`config.mk`:
```
export PLATFORM = sky130hd
export DESIGN_NAME = sram_arbiter_flat
export DESIGN_NICKNAME = d
export VERILOG_FILES = /design/src/rtl/sram_arb_pkg.sv /design/src/rtl/sram_arbiter_if.sv /design/src/rtl/sram_rr_arb.sv /design/src/rtl/sram_arbiter.sv /design/src/flat_wrapper.sv
export SDC_FILE = /design/constraint.sdc
export NUM_CORES = 1
export LEC_CHECK = 0
export BUFFER_PORTS_ARGS = -buffer_cell sky130_fd_sc_hd__buf_2
export CAP_MARGIN = 10
export CORE_ASPECT_RATIO = 1.5
export CORE_MARGIN = 4
export CORE_UTILIZATION = 39
export CTS_CLUSTER_DIAMETER = 30
export DETAILED_ROUTE_END_ITERATION = 16
export MAX_ROUTING_LAYER = met4
export PLACE_DENSITY = 0.81
export SYNTH_ARGS = -nofsm -noshare
export SYNTH_HDL_FRONTEND = slang
export SYNTH_SLANG_ARGS = --single-unit
```
`constraint.sdc`:
```
create_clock -name clk -period 1.3 [get_ports clk]
set_input_delay 0.195 -clock clk [delete_from_list [all_inputs] [get_ports clk]]
set_output_delay 0.195 -clock clk [all_outputs]
set_load 0.01 [all_outputs]
```
`src/rtl/sram_arb_pkg.sv`:
```
// Shared widths, FSM encoding and request record for the two-master SRAM arbiter.
package sram_arb_pkg;

  localparam int ADDR_W  = 4;
  localparam int DATA_W  = 8;
  localparam int NUM_REQ = 2;
  localparam int IDX_W   = (NUM_REQ > 1) ? $clog2(NUM_REQ) : 1;

  typedef enum logic [1:0] {
    ST_IDLE   = 2'd0,
    ST_ACCESS = 2'd1,
    ST_RDWAIT = 2'd2,
    ST_CLEAR  = 2'd3
  } arb_state_e;

  typedef struct packed {
    logic              we;
    logic [ADDR_W-1:0] add;
    logic [DATA_W-1:0] wdata;
  } arb_req_t;

  function automatic logic [IDX_W-1:0] oh2idx(input logic [NUM_REQ-1:0] oh);
    logic [IDX_W-1:0] idx;
    idx = '0;
    for (int i = 0; i < NUM_REQ; i++)
      if (oh[i]) idx = IDX_W'(i);
    return idx;
  endfunction

endpackage

```
`src/rtl/sram_arbiter_if.sv`:
```
// Master request/response bus, clear handshake and SRAM port of the arbiter.
interface sram_arbiter_if;
  import sram_arb_pkg::*;

  logic              m0_req,    m1_req;
  logic              m0_we,     m1_we;
  logic [ADDR_W-1:0] m0_add,    m1_add;
  logic [DATA_W-1:0] m0_wdata,  m1_wdata;
  logic              m0_gnt,    m1_gnt;
  logic              m0_rvalid, m1_rvalid;
  logic [DATA_W-1:0] m0_rdata,  m1_rdata;
  logic              clr_req,   clr_done;
  logic              sram_cs, sram_rd, sram_wr, sram_res;
  logic [ADDR_W-1:0] sram_add;
  logic [DATA_W-1:0] sram_datain;
  logic [DATA_W-1:0] sram_datao;

  modport master (
    output m0_req, m1_req, m0_we, m1_we, m0_add, m1_add, m0_wdata, m1_wdata,
    output clr_req, sram_datao,
    input  m0_gnt, m1_gnt, m0_rvalid, m1_rvalid, m0_rdata, m1_rdata, clr_done,
    input  sram_cs, sram_rd, sram_wr, sram_res, sram_add, sram_datain
  );

  modport slave (
    input  m0_req, m1_req, m0_we, m1_we, m0_add, m1_add, m0_wdata, m1_wdata,
    input  clr_req, sram_datao,
    output m0_gnt, m1_gnt, m0_rvalid, m1_rvalid, m0_rdata, m1_rdata, clr_done,
    output sram_cs, sram_rd, sram_wr, sram_res, sram_add, sram_datain
  );

endinterface

```
`src/rtl/sram_rr_arb.sv`:
```
// Round-robin select: the requester just after the last winner has top priority.
module sram_rr_arb
  import sram_arb_pkg::*;
(
  input  logic [NUM_REQ-1:0] req_i,
  input  logic [IDX_W-1:0]   last_i,
  output logic [NUM_REQ-1:0] gnt_o
);

  logic [IDX_W-1:0] idx;

  // Walk from lowest to highest priority so the highest-priority hit wins.
  always_comb begin
    gnt_o = '0;
    idx   = '0;
    for (int k = NUM_REQ; k >= 1; k--) begin
      idx = IDX_W'((int'(last_i) + k) % NUM_REQ);
      if (req_i[idx]) begin
        gnt_o      = '0;
        gnt_o[idx] = 1'b1;
      end
    end
  end

endmodule

```
`src/rtl/sram_arbiter.sv`:
```
// Two-master arbiter for a 16x8 synchronous SRAM with a one-cycle whole-array clear.
module sram_arbiter
  import sram_arb_pkg::*;
(
  input  logic         clk,
  input  logic         res,
  sram_arbiter_if.slave bus
);

  localparam logic [1:0] IDLE   = ST_IDLE;
  localparam logic [1:0] ACCESS = ST_ACCESS;
  localparam logic [1:0] RDWAIT = ST_RDWAIT;
  localparam logic [1:0] CLEAR  = ST_CLEAR;

  logic [NUM_REQ-1:0] req_v;
  arb_req_t [NUM_REQ-1:0] mreq;
  logic [NUM_REQ-1:0] rr_gnt;
  logic [IDX_W-1:0]   win_idx;

  logic [1:0]       state_q, state_d;
  logic [IDX_W-1:0] last_q, last_d;
  logic [IDX_W-1:0] win_q, win_d;
  logic [NUM_REQ-1:0] gnt_q, gnt_d;
  logic [NUM_REQ-1:0] rvalid_q, rvalid_d;
  logic [NUM_REQ-1:0][DATA_W-1:0] rdata_q, rdata_d;
  logic clr_done_q, clr_done_d;
  logic cs_q, cs_d, rd_q, rd_d, wr_q, wr_d, sres_q, sres_d;
  logic [ADDR_W-1:0] add_q, add_d;
  logic [DATA_W-1:0] din_q, din_d;

  assign req_v   = {bus.m1_req, bus.m0_req};
  assign mreq[0] = {bus.m0_we, bus.m0_add, bus.m0_wdata};
  assign mreq[1] = {bus.m1_we, bus.m1_add, bus.m1_wdata};

  sram_rr_arb u_rr (
    .req_i  (req_v),
    .last_i (last_q),
    .gnt_o  (rr_gnt)
  );

  assign win_idx = oh2idx(rr_gnt);

  // Every strobe defaults low, so each one is a single-cycle pulse.
  always_comb begin
    state_d    = state_q;
    last_d     = last_q;
    win_d      = win_q;
    gnt_d      = '0;
    rvalid_d   = '0;
    rdata_d    = rdata_q;
    clr_done_d = 1'b0;
    cs_d       = 1'b0;
    rd_d       = 1'b0;
    wr_d       = 1'b0;
    sres_d     = 1'b0;
    add_d      = '0;
    din_d      = '0;
    case (state_q)
      IDLE: begin
        if (bus.clr_req) begin
          state_d    = CLEAR;
          cs_d       = 1'b1;
          sres_d     = 1'b1;
          clr_done_d = 1'b1;
        end else if (|req_v) begin
          state_d = ACCESS;
          win_d   = win_idx;
          last_d  = win_idx;
          gnt_d   = rr_gnt;
          cs_d    = 1'b1;
          add_d   = mreq[win_idx].add;
          din_d   = mreq[win_idx].wdata;
          wr_d    = mreq[win_idx].we;
          rd_d    = ~mreq[win_idx].we;
        end
      end
      ACCESS: state_d = rd_q ? RDWAIT : IDLE;
      RDWAIT: begin
        // SRAM output register holds the word addressed during ACCESS.
        rdata_d[win_q]  = bus.sram_datao;
        rvalid_d[win_q] = 1'b1;
        state_d         = IDLE;
      end
      CLEAR:   state_d = IDLE;
      default: state_d = IDLE;
    endcase
  end

  always_ff @(posedge clk) begin
    if (res) begin
      state_q    <= IDLE;
      last_q     <= IDX_W'(NUM_REQ - 1);
      win_q      <= '0;
      gnt_q      <= '0;
      rvalid_q   <= '0;
      rdata_q    <= '0;
      clr_done_q <= 1'b0;
      cs_q       <= 1'b0;
      rd_q       <= 1'b0;
      wr_q       <= 1'b0;
      sres_q     <= 1'b0;
      add_q      <= '0;
      din_q      <= '0;
    end else begin
      state_q    <= state_d;
      last_q     <= last_d;
      win_q      <= win_d;
      gnt_q      <= gnt_d;
      rvalid_q   <= rvalid_d;
      rdata_q    <= rdata_d;
      clr_done_q <= clr_done_d;
      cs_q       <= cs_d;
      rd_q       <= rd_d;
      wr_q       <= wr_d;
      sres_q     <= sres_d;
      add_q      <= add_d;
      din_q      <= din_d;
    end
  end

  assign bus.m0_gnt      = gnt_q[0];
  assign bus.m1_gnt      = gnt_q[1];
  assign bus.m0_rvalid   = rvalid_q[0];
  assign bus.m1_rvalid   = rvalid_q[1];
  assign bus.m0_rdata    = rdata_q[0];
  assign bus.m1_rdata    = rdata_q[1];
  assign bus.clr_done    = clr_done_q;
  assign bus.sram_cs     = cs_q;
  assign bus.sram_rd     = rd_q;
  assign bus.sram_wr     = wr_q;
  assign bus.sram_res    = sres_q;
  assign bus.sram_add    = add_q;
  assign bus.sram_datain = din_q;

endmodule

```
`src/flat_wrapper.sv`:
```
// flat-port wrapper written by rule: the top's interface ports become plain ports
module sram_arbiter_flat import sram_arb_pkg::*;
  (clk, res, bus_m0_req, bus_m1_req, bus_m0_we, bus_m1_we, bus_m0_add, bus_m1_add, bus_m0_wdata, bus_m1_wdata, bus_clr_req, bus_sram_datao, bus_m0_gnt, bus_m1_gnt, bus_m0_rvalid, bus_m1_rvalid, bus_m0_rdata, bus_m1_rdata, bus_clr_done, bus_sram_cs, bus_sram_rd, bus_sram_wr, bus_sram_res, bus_sram_add, bus_sram_datain);
  sram_arbiter_if bus_i ();
  input  logic clk;
  input  logic res;
  input wire logic [$bits(bus_i.m0_req)-1:0] bus_m0_req;
  input wire logic [$bits(bus_i.m1_req)-1:0] bus_m1_req;
  input wire logic [$bits(bus_i.m0_we)-1:0] bus_m0_we;
  input wire logic [$bits(bus_i.m1_we)-1:0] bus_m1_we;
  input wire logic [$bits(bus_i.m0_add)-1:0] bus_m0_add;
  input wire logic [$bits(bus_i.m1_add)-1:0] bus_m1_add;
  input wire logic [$bits(bus_i.m0_wdata)-1:0] bus_m0_wdata;
  input wire logic [$bits(bus_i.m1_wdata)-1:0] bus_m1_wdata;
  input wire logic [$bits(bus_i.clr_req)-1:0] bus_clr_req;
  input wire logic [$bits(bus_i.sram_datao)-1:0] bus_sram_datao;
  output wire logic [$bits(bus_i.m0_gnt)-1:0] bus_m0_gnt;
  output wire logic [$bits(bus_i.m1_gnt)-1:0] bus_m1_gnt;
  output wire logic [$bits(bus_i.m0_rvalid)-1:0] bus_m0_rvalid;
  output wire logic [$bits(bus_i.m1_rvalid)-1:0] bus_m1_rvalid;
  output wire logic [$bits(bus_i.m0_rdata)-1:0] bus_m0_rdata;
  output wire logic [$bits(bus_i.m1_rdata)-1:0] bus_m1_rdata;
  output wire logic [$bits(bus_i.clr_done)-1:0] bus_clr_done;
  output wire logic [$bits(bus_i.sram_cs)-1:0] bus_sram_cs;
  output wire logic [$bits(bus_i.sram_rd)-1:0] bus_sram_rd;
  output wire logic [$bits(bus_i.sram_wr)-1:0] bus_sram_wr;
  output wire logic [$bits(bus_i.sram_res)-1:0] bus_sram_res;
  output wire logic [$bits(bus_i.sram_add)-1:0] bus_sram_add;
  output wire logic [$bits(bus_i.sram_datain)-1:0] bus_sram_datain;
  assign bus_i.m0_req = bus_m0_req;
  assign bus_i.m1_req = bus_m1_req;
  assign bus_i.m0_we = bus_m0_we;
  assign bus_i.m1_we = bus_m1_we;
  assign bus_i.m0_add = bus_m0_add;
  assign bus_i.m1_add = bus_m1_add;
  assign bus_i.m0_wdata = bus_m0_wdata;
  assign bus_i.m1_wdata = bus_m1_wdata;
  assign bus_i.clr_req = bus_clr_req;
  assign bus_i.sram_datao = bus_sram_datao;
  assign bus_m0_gnt = bus_i.m0_gnt;
  assign bus_m1_gnt = bus_i.m1_gnt;
  assign bus_m0_rvalid = bus_i.m0_rvalid;
  assign bus_m1_rvalid = bus_i.m1_rvalid;
  assign bus_m0_rdata = bus_i.m0_rdata;
  assign bus_m1_rdata = bus_i.m1_rdata;
  assign bus_clr_done = bus_i.clr_done;
  assign bus_sram_cs = bus_i.sram_cs;
  assign bus_sram_rd = bus_i.sram_rd;
  assign bus_sram_wr = bus_i.sram_wr;
  assign bus_sram_res = bus_i.sram_res;
  assign bus_sram_add = bus_i.sram_add;
  assign bus_sram_datain = bus_i.sram_datain;
  sram_arbiter u_core (.clk(clk), .res(res), .bus(bus_i));
endmodule
```
Word level (Yosys, flattened, before mapping)
Cells that the tools add are included.

Register bits after elaboration: 40. Input bits: 39. Output and inout bits: 37.

Add/sub/neg operators: 2. Order comparisons: 7. Eq/ne operators: 4. Mux-type cells: 25. Bitwise operators: 5. Reductions and logical operators: 10.

Operators with widths (count): $mux 13 (2); $bwmux 16 (1); $mux 1 (11); $mux 2 (5); $demux 8 s1 (1); $lt 1x2->1 const B (4); $mux 8 (1); $reduce_or 2->1 (4); $pmux 2 s3 (1); $not 1->1 (5); $eq 2x2->1 const B (2); $reduce_or 4->1 (1); $demux 1 s1 (3); $ge 1x1->1 const B (3); $logic_and 1x1->1 (3); $ne 3x2->1 const B (1); $reduce_and 3->1 (1); $add 1x1->1 const B (2); $eq 2x1->1 const B (1); $logic_not 2->1 (1).

Longest topological paths before layout
Gate-level depths: netlist of the first run.

Depth after elaboration: 11. Depth in mapped cells: 4. Mapped depth without buffers: 3.

Hierarchy
Synthesis of the first run repeated with hierarchy kept, for this count alone.

Cells, all modules: 130. Area total of the unflattened synthesis: 1425.1 um2.

By module, submodules not included: sram_arbiter (times used 1, cells each 127, area each 1406.3 um2); sram_rr_arb (times used 1, cells each 3, area each 18.8 um2).

Worst setup path after synthesis of the first run
No wires, ideal clock.

Kind: register to register. From: register u_core.state_q[1]. To: register u_core.last_q. Setup time: 122 ps. Arrival: 1200 ps. Setup slack: -22 ps. Cell stages (with the launch flop): 3. Path buffers: 0. Period minus slack after synthesis: 1322 ps. Cell sequence: dfxtp_1 -> or4b_1 -> a221o_1.

Word-level cells in the longest chain between the ends: 2.

RTL lines: start: declaration (line sram_arbiter.sv:20) `logic [1:0] state_q, state_d;`; start signal: assignment (line sram_arbiter.sv:105) `state_q <= state_d;`; $logic_not 2->1 (line sram_arbiter.sv:58) `case (state_q)`; $reduce_and 3->1 (no line); end signal: assignment (line sram_arbiter.sv:92) `last_q <= IDX_W'(NUM_REQ - 1);`; end signal: assignment (line sram_arbiter.sv:106) `last_q <= last_d;`; end: declaration (line sram_arbiter.sv:21) `logic [IDX_W-1:0] last_q, last_d;`.

No other way between the ends. A chain may end at the register's enable or synchronous reset.

Worst setup path after layout of the first run
Ends and elaborated chain as after synthesis.

==> impl_metrics.py, run 1 <==
metrics = {
    "yosys": {
        "syn_inst": 143,
        "synth_edf_count": 0,
        "yosysTopAreaCellShare_pct": 57.7,
        "synthFlopType": "dfxtp_1",
        "async_flop_share_pct": 0,
        "syn-cell-area_um2": 1390,
        "postSynthAreaPerCell_um2": 9.71,
        "synth_area_leaders": "dfxtp_1 58%, mux2i_1 13%, nand2_1 7.3%",
        "synth_top_cell_by_area": "dfxtp_1",
        "ys.warnings.count": 0,
        "synth.distinct_cells": 22,
        "syn_nets": 182,
        "ys_seq_area_share_pct": 57.7,
        "synth-seq-cells": 40,
    },
    "cells_and_area": {
        "syn2layout_area_growth_pct": 42.5,
        "final_nets": 266,
        "antenna_cells": 0,
        "drive_above_1_share_pct": 43.9,
        "fillers": 349,
        "final_cell_mix": "75 x buf_2, 38 x dfxtp_1, 27 x nand2_1",
        "layout_commonest_cell": "buf_2",
    },
    "route": {
        "first_pass_iters": 4,
        "ant_nets": 0,
        "totalWireLength_mm": 3.22,
        "drc": 0,
        "vias": 1275,
        "drt_iter0_markers": 14,
        "wire_per_inst_um": 11.9,
        "vias_per_cell": 4.72,
    },
    "floorplanning": {
        "die_area_um2": 4600,
        "core.rowCount": 26,
        "die_w_um": 56.7,
        "die_y_um": 81.1,
        "core_um2": 3420,
        "initial_core_util_pct": 40.7,
        "io_pins": 76,
    },
    "power": {
        "total_power_mw": 2.41,
        "leakagePower_nw": 1.05,
        "power_density_nw_per_um2": 1220,
        "peakVddDrop_mv": 0.869,
    },
    "setup_path": {
        "slowest_stage": "or4b_4",
        "required_ns": 1.47,
        "crit_end": "u_core.last_q",
        "cp-end-kind": "flip-flop",
        "max_stage_delay_ns": 0.48,
        "worstSetupStartpoint": "u_core.state_q[1]",
        "rr_worst_depth": 2,
        "startpoint_type": "flip-flop",
        "timing.reg2reg.setup_slack_ns": 0.01,
        "r2r-end": "u_core.last_q",
        "worstSetupPathType": "reg -> reg",
        "crit_chain": "or4b_4, a221o_1",
        "r2r_start": "u_core.state_q[1]",
        "path_max_fanout": 5,
        "arrival_ns": 1.45,
    },
    "grt": {
        "overflow": 0,
        "antenna_found_initial": 0,
        "grt_first_pass_wirelength_mm": 5.04,
        "first_global_vias": 1198,
        "grt_usage_pct": 14.3,
        "grt_start_max_net_pins": 23,
    },
    "placement": {
        "dp_hpwl_mm": 2.51,
        "pre_cts_slack_ns": -0.0309,
        "portBuffers": 75,
        "routabilityCongestion": 0.674,
    },
    "timing": {
        "hold_violations": 0,
        "maxSlewViolCount": 0,
        "final.setup.worst_slack_ns": 0.0130,
        "post-route-min-period_ns": 1.29,
        "relSlewSlack_pct": 78.6,
        "tns_ns": 0,
        "setup_viol": 0,
        "period_share_pct": 99.0,
        "fmax_ghz": 0.777,
        "tightest_slew_ns": 0.318,
        "fin_skew_ns": 0.00485,
        "rsz0062_at_grt": "yes",
        "hold_slack_ns": 0.144,
    },
    "cts": {
        "clk_latency_ns": 0.28,
        "cts_max_level": 2,
        "clock_sinks": 40,
        "clockBufferDepth": 2,
        "cts_buffers": 5,
        "cts_tree": "done",
        "cts_hold_buf": 0,
        "cts.clk_slew.worst_paths_ns": 0.07,
        "root_buffer": "clkbuf_8",
    },
    "min_path": {
        "min_path_type": "in -> reg",
        "holdPathStages": 3,
    },
    "flow_run": {
        "drv_cap": 0,
    },
    "run_status": {
        "outcome": "finished, final reports clean",
    },
}
state kept, by name, summed over array words and instances, names as in the netlist:
| register | flops |
|---|---|
| u_core.win_q | 1 |
| u_core.bus.sram_add | 4 |
| u_core.rvalid_q | 2 |
| u_core.state_q | 2 |
| u_core.bus.sram_datain | 8 |
| u_core.bus.sram_wr | 1 |
| u_core.bus.m1_rdata | 8 |
| u_core.bus.clr_done | 1 |
| u_core.last_q | 1 |
| u_core.gnt_q | 2 |
| u_core.bus.sram_cs | 1 |
| u_core.bus.m0_rdata | 8 |
| u_core.bus.sram_rd | 1 |
routing by layer:
layer	vias to the layer above	track usage, %	share of wire, %
met5	-	-	0
met4	0	6.41	1.1
met3	5	3.02	7.0
met2	45	26.2	57
met1	586	14.5	34
li1	639	-	-
metrics by stage:
step	cells	util [%]	area [um2]
after floorplan	143	-	1390
after global placement	262	54.8	1870
after detailed placement	262	54.8	1870
after CTS	270	57.6	1970
after global routing	270	57.9	1980
final	270	57.9	1980
worst max-delay path, delay by kind of cell (launching register included):
family | cells | cell delay (ns)
simple gates | 1 | 0.48
flops | 1 | 0.37
compound gates | 1 | 0.32
area by class of cell:
cell class	count	area, um2	area share [%]
Clock buffer	6	82.6	4.17
Clock inverter	2	10.0	0.506
Inverter	1	3.75	0.190
Multi-Input combinational cell	94	562	28.4
Sequential cell	40	806	40.7
Tap cell	42	52.6	2.65
Timing Repair Buffer	85	463	23.4
synthesized netlist by cell type (2+ instances only):
cell / number
dfxtp_1: 40
nand2_1: 27
nor2_1: 20
mux2i_1: 18
a21oi_1: 13
clkbuf_1: 4
buf_2: 3
nor2b_1: 2
nor3_1: 2
o31a_1: 2
cell families after synthesis:
group,count (synthesis),synth area share (%)
buf+inv,9,2.97
compound gates,19,8.47
simple gates,57,17.9
mux,18,13.0
flops,40,57.7
how the worst min path moves through the flow:
stage,startpoint,end,slack [ns]
2_1_floorplan,res,u_core.rvalid_q[0],0.27
3_3_place_gp,bus_m1_add[1],u_core.bus.sram_add[1],0.44
3_5_place_dp,bus_m1_wdata[5],u_core.bus.sram_datain[5],0.44
4_1_cts,bus_m1_wdata[3],u_core.bus.sram_datain[3],0.13
5_1_grt,bus_m1_wdata[2],u_core.bus.sram_datain[2],0.14
6_report,bus_m1_add[1],u_core.bus.sram_add[1],0.14
what timing repair did:
action	4_1_cts	5_1_grt
gates resized for setup	1	3
hold endpoints to repair	0	0
endpoints found under the setup margin	1	16
pin swaps	1	1
cloned	0	0
setup buffers	0	0
where the power goes:
group / internal (mW) / switching [mW] / total, mW
clock network: 0.423 / 0.393 / 0.816
logic: 0.151 / 0.152 / 0.303
registers: 1.27 / 0.0210 / 1.29
total: 1.85 / 0.566 / 2.41
No activity file was read; power rests on OpenSTA's default activity.
==> inputs of run 2 (changes only) <==
--- a/config.mk
+++ b/config.mk
@@ -14,6 +14,7 @@
 export DETAILED_ROUTE_END_ITERATION = 16
 export MAX_ROUTING_LAYER = met4
 export PLACE_DENSITY = 0.81
+export RECOVER_POWER = 50
 export SYNTH_ARGS = -nofsm -noshare
 export SYNTH_HDL_FRONTEND = slang
 export SYNTH_SLANG_ARGS = --single-unit
==> impl_metrics.py, run 2 (synthesis results as in run 1) <==
metrics = {
    "timing": {
        "rsz0062_at_grt": "yes",
        "relSlewSlack_pct": 78.6,
        "fmax_ghz": 0.777,
        "hold_violations": 0,
        "period_share_pct": 99.0,
        "tightest_slew_ns": 0.317,
        "setup_viol": 0,
        "fin_skew_ns": 0.00496,
        "maxSlewViolCount": 0,
        "post-route-min-period_ns": 1.29,
    },
    "cts": {
        "cts_buffers": 5,
        "clockBufferDepth": 2,
        "cts_tree": "done",
        "cts.clk_slew.worst_paths_ns": 0.07,
        "clock_sinks": 40,
        "cts_max_level": 2,
        "cts_hold_buf": 0,
        "clk_latency_ns": 0.28,
        "root_buffer": "clkbuf_8",
    },
    "grt": {
        "grt_first_pass_wirelength_mm": 5.04,
        "overflow": 0,
        "grt_usage_pct": 14.3,
        "first_global_vias": 1198,
        "antenna_found_initial": 0,
        "grt_start_max_net_pins": 23,
    },
    "setup_path": {
        "required_ns": 1.47,
        "arrival_ns": 1.45,
        "max_stage_delay_ns": 0.48,
        "critPathBufInv": 0,
        "crit_chain": "or4b_4, a221o_1",
        "slowest_stage": "or4b_4",
        "cp-end-kind": "flip-flop",
        "worstSetupPathType": "reg -> reg",
        "path_max_fanout": 5,
        "startpoint_type": "flip-flop",
        "cp_top_family": "simple AND/OR/NAND/NOR gates",
    },
    "power": {
        "leakagePower_nw": 0.903,
        "peakVddDrop_mv": 0.869,
        "power_density_nw_per_um2": 1240,
        "total_power_mw": 2.41,
    },
    "route": {
        "vias_per_cell": 4.71,
        "drc": 0,
        "totalWireLength_mm": 3.24,
        "vias": 1271,
        "wire_per_inst_um": 12.0,
        "first_pass_iters": 4,
        "drt_iter0_markers": 18,
        "ant_nets": 0,
    },
    "min_path": {
        "min_path_type": "in -> reg",
    },
    "placement": {
        "dp_hpwl_mm": 2.51,
        "routabilityCongestion": 0.674,
        "placedCellCount": 262,
        "portBuffers": 75,
    },
    "floorplanning": {
        "die_w_um": 56.7,
        "core_um2": 3420,
        "die_y_um": 81.1,
        "die_area_um2": 4600,
        "initial_core_util_pct": 40.7,
        "core.rowCount": 26,
        "io_pins": 76,
    },
    "cells_and_area": {
        "final_cell_mix": "41 x buf_2, 39 x dfxtp_1, 34 x clkbuf_1",
        "antenna_cells": 0,
        "drive_above_1_share_pct": 28.5,
        "layout_commonest_cell": "buf_2",
        "syn2layout_area_growth_pct": 39.4,
        "instances_no_fill": 270,
        "final_nets": 266,
    },
    "run_status": {
        "outcome": "finished, final reports clean",
    },
    "flow_run": {
        "drv_cap": 0,
    },
}
==> run 2: cell count changes in the layout (fill, tap and decap cells not counted) <==
cell,previous run,this run
and2_0,0,1
clkbuf_1,0,34
buf_2,75,41
dfxtp_2,1,0
and2_1,1,0
dfxtp_1,38,39
==> run 2: tightest hold or removal path: cells and delay by family <==
family | cells | cell delay (ns)
AOI/OAI and AO/OA | 1 | 0.05
buffers and inverters | 1 | 0.09
and+or+nand+nor | 1 | 0.04
==> run 2: layout make-up <==
type                    count  area, um2
clock buffers               6       82.6
inverters                   1       3.75
fillers                   360       1480
well taps                  42       52.6
flip-flops and latches     40        805
repair buffers             85        420
clock inverters             2       10.0
multi-input cells          94        562
==> run 2: layer usage <==
metal	GRT usage, %	routed length, um
met4	6.41	37
met5	-	0
met3	3.02	238
met1	14.5	1130
met2	26.2	1840
==> run 2: through the flow <==
| step | area [um2] | setup WS, ns | TNS, ns | util (%) | hold WS, ns |
|---|---|---|---|---|---|
| after CTS | 1970 | 0.00795 | 0 | 57.6 | 0.132 |
| final | 1940 | 0.0124 | 0 | 56.7 | 0.143 |
| after global placement | 1870 | 0.00204 | 0 | 54.8 | 0.436 |
| after floorplan | 1390 | 0.000590 | 0 | - | 0.267 |
| after detailed placement | 1870 | -0.0309 | -0.0309 | 54.8 | 0.442 |
| after global routing | 1940 | -0.00203 | -0.00203 | 56.7 | 0.139 |
==> run 2: timing repair <==
| item | CTS | global route |
|---|---|---|
| endpoints found under the setup margin | 1 | 16 |
| pin swaps | 1 | 1 |
| setup buffers | 0 | 0 |
| endpoints found under the hold margin | 0 | 0 |
| gates resized for setup | 1 | 3 |
==> run 2: power by group <==
part	switching (mW)	internal (mW)	total [mW]
registers	0.0221	1.27	1.29
logic	0.152	0.140	0.293
clock network	0.396	0.423	0.819
==> run 2: final timing paths <==
path / from / end / slack, ns / depth (start not counted)
worst max-delay path: u_core.state_q[1] / u_core.last_q / 0.01 / 2
worst min-delay path: bus_m1_add[1] / u_core.bus.sram_add[1] / 0.14 / 3
worst max register to register: u_core.state_q[1] / u_core.last_q / 0.01 / 2
worst min register to register: u_core.state_q[1] / u_core.state_q[1] / 0.47 / 1
